`config.mk`:
```
export PLATFORM = sky130hd
export DESIGN_NAME = tpu_array_seq_flat
export DESIGN_NICKNAME = d
export VERILOG_FILES = /design/src/rtl/tpu_pkg.sv /design/src/rtl/tpu_array_seq_if.sv /design/src/rtl/tpu_skew_gen.sv /design/src/rtl/tpu_array_seq.sv /design/src/flat_wrapper.sv
export SDC_FILE = /design/constraint.sdc
export NUM_CORES = 1
export LEC_CHECK = 0
export CORE_MARGIN = 2
export CORE_UTILIZATION = 30
export CTS_CLUSTER_DIAMETER = 200
export CTS_CLUSTER_SIZE = 40
export DETAILED_ROUTE_END_ITERATION = 7
export PLACE_DENSITY_LB_ADDON = 0.3
export SLEW_MARGIN = 10
export SYNTH_ARGS = -nofsm -noshare
export SYNTH_HDL_FRONTEND = slang
export SYNTH_HIERARCHICAL = 1
export SYNTH_SLANG_ARGS = --single-unit
```
`constraint.sdc`:
```
create_clock -name clk -period 3.4 [get_ports clk]
set_input_delay 0.68 -clock clk [delete_from_list [all_inputs] [get_ports clk]]
set_output_delay 0.68 -clock clk [all_outputs]
set_load 0.03 [all_outputs]
```
`src/rtl/tpu_pkg.sv`:
```
// Shared types and default sizes for the TPU array sequencer.
//   tpu_op_e         host command opcode
//   tpu_seq_state_e  sequencer FSM state
package tpu_pkg;

    localparam int unsigned DIM_DEF  = 8;
    localparam int unsigned KMAX_DEF = 256;

    typedef enum logic [1:0] {
        OP_LOADC,
        OP_COMPUTE,
        OP_DRAIN,
        OP_RSVD
    } tpu_op_e;

    typedef enum logic [1:0] {
        S_IDLE,
        S_LOADC,
        S_COMP,
        S_DRAIN
    } tpu_seq_state_e;

endpackage

```
`src/rtl/tpu_array_seq_if.sv`:
```
// Host command channel into the array sequencer.
//   cmd_valid / cmd_ready  handshake, command taken on valid && ready
//   cmd_op                 opcode (tpu_op_e)
//   cmd_k                  inner dimension K, meaningful for OP_COMPUTE only
// master = host side, slave = sequencer side.
interface tpu_array_seq_if
    import tpu_pkg::*;
#(
    parameter int unsigned KW = 9
) ();

    logic          cmd_valid;
    logic          cmd_ready;
    tpu_op_e       cmd_op;
    logic [KW-1:0] cmd_k;

    modport master (
        output cmd_valid,
        output cmd_op,
        output cmd_k,
        input  cmd_ready
    );

    modport slave (
        input  cmd_valid,
        input  cmd_op,
        input  cmd_k,
        output cmd_ready
    );

endinterface

```
`src/rtl/tpu_skew_gen.sv`:
```
// Row skew generator for the A/B feeders of a DIM x DIM systolic array.
// Row i is fed during steps i .. i+K-1; a 0 tells the feeder to inject zeros.
//   step        current sequence step
//   k           inner dimension K
//   feed_valid  per-row valid, bit i for row i
module tpu_skew_gen #(
    parameter int unsigned DIM = 8,
    parameter int unsigned KW  = 9
) (
    input  logic [KW-1:0]  step,
    input  logic [KW-1:0]  k,
    output logic [DIM-1:0] feed_valid
);

    // One extra bit so i+K never wraps regardless of parameters.
    localparam int unsigned EW = KW + 1;

    always_comb begin
        feed_valid = '0;
        for (int i = 0; i < DIM; i++) begin
            feed_valid[i] = ({1'b0, step} >= EW'(i)) &&
                            ({1'b0, step} < ({1'b0, k} + EW'(i)));
        end
    end

endmodule

```
`src/rtl/tpu_array_seq.sv`:
```
// Sequencer for a DIM x DIM output-stationary systolic array of MAC cells.
// Takes one command at a time (LOAD_C, COMPUTE, DRAIN), drives the array
// enable / write-enable, operand buffer read addresses and row skew valids.
//
// Ports:
//   clk, rst_n        clock, asynchronous active-low reset
//   cmd               command channel (tpu_array_seq_if.slave)
//   stall             downstream not ready: freeze the sequence
//   mac_en, mac_wren  array enable and C shift/load enable
//   a_rd_addr         A buffer read index, b_rd_addr identical
//   feed_valid        per-row feeder valid
//   c_row_sel         C row being loaded/drained
//   busy, done, err   status; done/err are single-cycle pulses
//
// Optional feature macro TPU_SEQ_PERF_EN adds saturating counters
// perf_active (active cycles) and perf_stall (stalled op-state cycles).
module tpu_array_seq
    import tpu_pkg::*;
#(
    parameter  int unsigned DIM  = DIM_DEF,
    parameter  int unsigned KMAX = KMAX_DEF,
    localparam int unsigned KW   = $clog2(KMAX + 2 * DIM),
    localparam int unsigned RW   = $clog2(DIM)
) (
    input  logic           clk,
    input  logic           rst_n,
    tpu_array_seq_if.slave cmd,
    input  logic           stall,
    output logic           mac_en,
    output logic           mac_wren,
    output logic [KW-1:0]  a_rd_addr,
    output logic [KW-1:0]  b_rd_addr,
    output logic [DIM-1:0] feed_valid,
    output logic [RW-1:0]  c_row_sel,
    output logic           busy,
    output logic           done,
    output logic           err
`ifdef TPU_SEQ_PERF_EN
    ,
    output logic [31:0]    perf_active,
    output logic [31:0]    perf_stall
`endif
);

    tpu_seq_state_e state_q, state_d;
    logic [KW-1:0]  step_q, step_d;
    logic [KW-1:0]  k_q, k_d;

    logic           cmd_bad;
    logic           active;
    logic [KW-1:0]  last_step;
    logic [DIM-1:0] skew_valid;

    tpu_skew_gen #(
        .DIM (DIM),
        .KW  (KW)
    ) u_skew (
        .step       (step_q),
        .k          (k_q),
        .feed_valid (skew_valid)
    );

    always_comb begin
        cmd_bad = (cmd.cmd_op == OP_RSVD) ||
                  ((cmd.cmd_op == OP_COMPUTE) &&
                   ((cmd.cmd_k == '0) || (cmd.cmd_k > KW'(KMAX))));
    end

    // COMPUTE: last product lands in PE(DIM-1,DIM-1) at step K-1+2(DIM-1).
    always_comb begin
        if (state_q == S_COMP) begin
            last_step = k_q + KW'(2 * DIM - 3);
        end else begin
            last_step = KW'(DIM - 1);
        end
    end

    assign active = (state_q != S_IDLE) && !stall;

    // State register
    always_ff @(posedge clk or negedge rst_n) begin
        if (!rst_n) begin
            state_q <= S_IDLE;
            step_q  <= '0;
            k_q     <= '0;
        end else begin
            state_q <= state_d;
            step_q  <= step_d;
            k_q     <= k_d;
        end
    end

    // Next state
    always_comb begin
        state_d = state_q;
        step_d  = step_q;
        k_d     = k_q;
        unique case (state_q)
            S_IDLE: begin
                if (cmd.cmd_valid && !cmd_bad) begin
                    step_d = '0;
                    k_d    = cmd.cmd_k;
                    unique case (cmd.cmd_op)
                        OP_LOADC:   state_d = S_LOADC;
                        OP_COMPUTE: state_d = S_COMP;
                        OP_DRAIN:   state_d = S_DRAIN;
                        default:    state_d = S_IDLE;
                    endcase
                end
            end
            S_LOADC, S_COMP, S_DRAIN: begin
                if (!stall) begin
                    if (step_q == last_step) begin
                        state_d = S_IDLE;
                        step_d  = '0;
                    end else begin
                        step_d = step_q + 1'b1;
                    end
                end
            end
            default: begin
                state_d = S_IDLE;
                step_d  = '0;
            end
        endcase
    end

    // Outputs
    always_comb begin
        cmd.cmd_ready = (state_q == S_IDLE);
        busy          = (state_q != S_IDLE);
        mac_en        = active;
        mac_wren      = active && ((state_q == S_LOADC) || (state_q == S_DRAIN));
        done          = active && (step_q == last_step);
        err           = (state_q == S_IDLE) && cmd.cmd_valid && cmd_bad;
        a_rd_addr     = '0;
        feed_valid    = '0;
        c_row_sel     = '0;
        if (state_q == S_COMP) begin
            feed_valid = skew_valid;
            if (step_q < k_q) begin
                a_rd_addr = step_q;
            end
        end
        if ((state_q == S_LOADC) || (state_q == S_DRAIN)) begin
            c_row_sel = step_q[RW-1:0];
        end
        b_rd_addr = a_rd_addr;
    end

`ifdef TPU_SEQ_PERF_EN
    logic [31:0] perf_active_q;
    logic [31:0] perf_stall_q;

    always_ff @(posedge clk or negedge rst_n) begin
        if (!rst_n) begin
            perf_active_q <= '0;
            perf_stall_q  <= '0;
        end else begin
            if (active && (perf_active_q != '1)) begin
                perf_active_q <= perf_active_q + 32'd1;
            end
            if (busy && stall && (perf_stall_q != '1)) begin
                perf_stall_q <= perf_stall_q + 32'd1;
            end
        end
    end

    assign perf_active = perf_active_q;
    assign perf_stall  = perf_stall_q;
`endif

endmodule
```
`src/flat_wrapper.sv`:
```
// flat-port wrapper written by rule: the top's interface ports become plain ports
module tpu_array_seq_flat import tpu_pkg::*;
#(
    parameter  int unsigned DIM  = DIM_DEF,
    parameter  int unsigned KMAX = KMAX_DEF,
    localparam int unsigned KW   = $clog2(KMAX + 2 * DIM),
    localparam int unsigned RW   = $clog2(DIM)
)
  (clk, rst_n, stall, mac_en, mac_wren, a_rd_addr, b_rd_addr, feed_valid, c_row_sel, busy, done, err, cmd_cmd_valid, cmd_cmd_op, cmd_cmd_k, cmd_cmd_ready);
  tpu_array_seq_if cmd_i ();
  input  logic clk;
  input  logic rst_n;
  input  logic stall;
  output logic mac_en;
  output logic mac_wren;
  output logic [KW-1:0] a_rd_addr;
  output logic [KW-1:0] b_rd_addr;
  output logic [DIM-1:0] feed_valid;
  output logic [RW-1:0] c_row_sel;
  output logic busy;
  output logic done;
  output logic err;
  input wire logic [$bits(cmd_i.cmd_valid)-1:0] cmd_cmd_valid;
  input wire logic [$bits(cmd_i.cmd_op)-1:0] cmd_cmd_op;
  input wire logic [$bits(cmd_i.cmd_k)-1:0] cmd_cmd_k;
  output wire logic [$bits(cmd_i.cmd_ready)-1:0] cmd_cmd_ready;
  assign cmd_i.cmd_valid = cmd_cmd_valid;
  assign cmd_i.cmd_op = cmd_cmd_op;
  assign cmd_i.cmd_k = cmd_cmd_k;
  assign cmd_cmd_ready = cmd_i.cmd_ready;
  tpu_array_seq #(.DIM(DIM), .KMAX(KMAX)) u_core (.clk(clk), .rst_n(rst_n), .cmd(cmd_i), .stall(stall), .mac_en(mac_en), .mac_wren(mac_wren), .a_rd_addr(a_rd_addr), .b_rd_addr(b_rd_addr), .feed_valid(feed_valid), .c_row_sel(c_row_sel), .busy(busy), .done(done), .err(err));
endmodule
```
==> impl_metrics.env <==
export IMPL_p_per_area_mw_per_mm2=1120
export IMPL_setup_tns_ns=0
export IMPL_groute_usage_overall=0.178
export IMPL_hold_depth=2
export IMPL_worst_slack_ns=0.0146
export IMPL_grt_overflow_total=0
export IMPL_ys_seq_area_frac=0.121
export IMPL_ff_latch_area_um2=508
export IMPL_fp_dieW_um=121
export IMPL_irDropWorstVdd_mv=0.443
export IMPL_p_leak_nw=2.36
export IMPL_avgViaCountPerCell=5.34
export IMPL_multi_input_area_mm2=0.00356
export IMPL_hold_path_end="u_core/state_q[1]"
export IMPL_grt_pass1_vias=4096
export IMPL_synth_top_cell_area_share=0.254
export IMPL_max_slew_margin=0.288
export IMPL_comb_power_share=0.853
export IMPL_holdWs_ns=0.541
export IMPL_portBuffers=49
export IMPL_critPathCaptureType="output port"
export IMPL_path_class="flop to output port"
export IMPL_reg2reg_to="u_core/step_q[0]"
export IMPL_p_total_mw=6.09
export IMPL_met2_length_mm=6.60
export IMPL_pre_cts_ws_ns=-0.00287
export IMPL_reg2reg_depth=11
export IMPL_cp_required_ns=2.72
export IMPL_final_nets=707
export IMPL_synth_commonest_cells="84 x ha_1, 50 x xnor2_1, 48 x a21oi_1, 36 x nand2_1, 32 x nor2_1"
export IMPL_dieHeight_um=121
export IMPL_worst_slew_pin_slew_ns=1.05
export IMPL_hp_class="flop to flop"
export IMPL_finalHoldViolCount=0
export IMPL_ios=50
export IMPL_postRouteAntennaNets=0
export IMPL_synth_ff_type="dfrtp_1"
export IMPL_pwr_share_seq=0.108
export IMPL_wl_met3_um=607
export IMPL_fin_worst_skew_ns=0.00154
export IMPL_insertion_delay_ns=0.25
export IMPL_final_min_clock_period_ns=3.39
export IMPL_htreeDepth=1
export IMPL_synth_fp_nets=618
export IMPL_crit_path_top_delay_cell="dfrtp_2"
export IMPL_synth_edff_count=0
export IMPL_syn_area_mm2=0.00414
export IMPL_clkPwrFrac=0.039
export IMPL_design_core_area_mm2=0.0133
export IMPL_gp_congestion=0.877
export IMPL_wl_per_cell_um=17.5
export IMPL_top_layer="met4"
export IMPL_dr_pass1_iters=4
export IMPL_synth_area_top_cells="ha_1 25%, dfrtp_1 12%, xnor2_1 11%, a21oi_1 5.8%, nand2_1 3.3%"
export IMPL_clk_pin_slew_ns=0.05
export IMPL_dieArea_mm2=0.0147
export IMPL_clkSinkCount=20
export IMPL_drt_iter0_markers=211
export IMPL_start_util=0.310
export IMPL_synth_area_leader_cell="ha_1"
export IMPL_area_growth_pct=31.9
export IMPL_synth_cells=519
export IMPL_placed_area_mm2=0.00487
export IMPL_clock_path_buffers=2
export IMPL_r2r_start="u_core/k_q[1]"
export IMPL_drv_cap=0
export IMPL_met1_length_mm=6.08
export IMPL_drv_slew=0
export IMPL_fin_crit_sh=0.996
export IMPL_worstPathCellList="buf_6 > ha_4 > a21oi_4 > nor2_2 > xnor2_1 > ha_1 > nand4_1 > nor2_1 > a211o_1 > a21o_1 > a21oi_2 > and2_4 > buf_6"
export IMPL_reg2reg_slack_ns=0.65
export IMPL_drive_gt1_frac=0.287
export IMPL_grt_pass1_wl_mm=20.8
export IMPL_grt_max_degree=21
export IMPL_ys_ff_latch=20
export IMPL_dr_total_vias=4177
export IMPL_finalSetupViolations=0
export IMPL_fmax_ghz=0.295
export IMPL_rsz0062_at_grt="yes"
export IMPL_cts_tree="done"
export IMPL_status="complete, no violations"
export IMPL_cpMostUsedCell="buf_6"
export IMPL_crit_fanout=6
export IMPL_switching_share=0.533
export IMPL_async_flop_share=1.00
export IMPL_cts_buffers_inserted=3
export IMPL_ys_warn_count=6
export IMPL_synth_most_common_cell="ha_1"
export IMPL_core_rowCount=42
export IMPL_p_switching_mw=3.25
export IMPL_dp_hpwl_mm=10.1
export IMPL_wl_mm=13.7
export IMPL_avgSynthCellArea_um2=7.97
export IMPL_synthDistinctLibCells=65
export IMPL_cts_hold_buffers_added=0
export IMPL_drc_errors=0
export IMPL_hold_start="u_core/state_q[1]"
export IMPL_crit_arrival_ns=2.71
export IMPL_crit_path_start_kind="flop"
export IMPL_p_int_mw=2.85
export IMPL_slowest_delay_ns=0.45
export IMPL_fillCellCount=1363
export IMPL_root_buffer="clkbuf_16"
export IMPL_n_antenna_cell=0
export IMPL_antenna_found_initial=0
export IMPL_finalInstanceArea_mm2=0.00545
## flip-flops by register name, indices dropped and copies added, names as in the netlist
register,cells
u_core/state_q,2
u_core/k_q,9
u_core/step_q,9
## metrics by stage
stage,utilization,instances
detailed placement,0.365,754
finish,0.409,782
global placement,0.365,754
CTS,0.382,766
floorplan,-,519
global route,0.409,782
## cells by family after synthesis
kind of cell	count (synthesis)	synth area share
buf+inv	62	0.0786
mux	10	0.0269
flops	20	0.121
compound gates	130	0.208
simple gates	161	0.201
fa+ha+maj	84	0.254
xor+xnor	52	0.110
## worst max-delay path: cells and delay by family (launching register included)
| kind | cells | cell delay, ns |
|---|---|---|
| fa+ha+maj | 2 | 0.49 |
| buf+inv | 2 | 0.26 |
| compound gates | 4 | 0.74 |
| simple gates | 4 | 0.38 |
| xor+xnor | 1 | 0.13 |
| flops | 1 | 0.45 |
## repair_timing
| action | in CTS | in global routing |
|---|---|---|
| setup endpoints to repair | 7 | 9 |
| hold endpoints to repair | 0 | 0 |
| resized for setup | 24 | 55 |
| setup buffers | 9 | 17 |
| pin swaps | 4 | 31 |
## cells in the final DEF (no fill, tap or decap), types with 13 or more instances in the layout
master           instances
buf_4                   81
xnor2_1                 45
nand3_1                 15
nand2_1                 35
inv_1                   23
nor3_1                  16
a21oi_1                 39
o21ai_1                 13
ha_1                    75
a21o_1                  14
dfrtp_1                 14
clkdlybuf4s50_1         21
nor2_1                  26
## final cells by class
cell class / instances / share of cell area
inverter: 32 / 0.0227
timing repair buffer: 114 / 0.176
clock buffer: 3 / 0.0138
tap: 176 / 0.0404
multi-input combinational: 437 / 0.654
sequential: 20 / 0.0931
## power by group through the flow
stage | sequential (mW) | combinational (mW) | clock (mW)
floorplan | 0.576 | 3.22 | 0
global placement | 0.636 | 4.36 | 0
detailed placement | 0.637 | 4.48 | 0
CTS | 0.641 | 4.64 | 0.245
global route | 0.673 | 5.70 | 0.256
finish | 0.657 | 5.20 | 0.241
## layer usage
| layer | up-vias | track usage |
|---|---|---|
| met3 | 31 | 0.0127 |
| met4 | 0 | 0.0668 |
| li1 | 2033 | - |
| met2 | 132 | 0.307 |
| met5 | - | 0 |
| met1 | 1981 | 0.231 |
## how the worst max path moves through the flow
stage	startpoint	endpoint	slack [ns]	depth (start not counted)
final	u_core/k_q[2]	feed_valid[6]	0.01	13
after global placement	cmd_cmd_k[5]	err	0.05	6
after CTS	u_core/k_q[3]	feed_valid[6]	-0.006	12
after floorplan	u_core/k_q[0]	done	0.007	8
after global routing	u_core/k_q[2]	feed_valid[6]	-0.12	13
after detailed placement	cmd_cmd_k[5]	err	-0.003	6
Note: power is estimated with default switching activity, not from simulation.
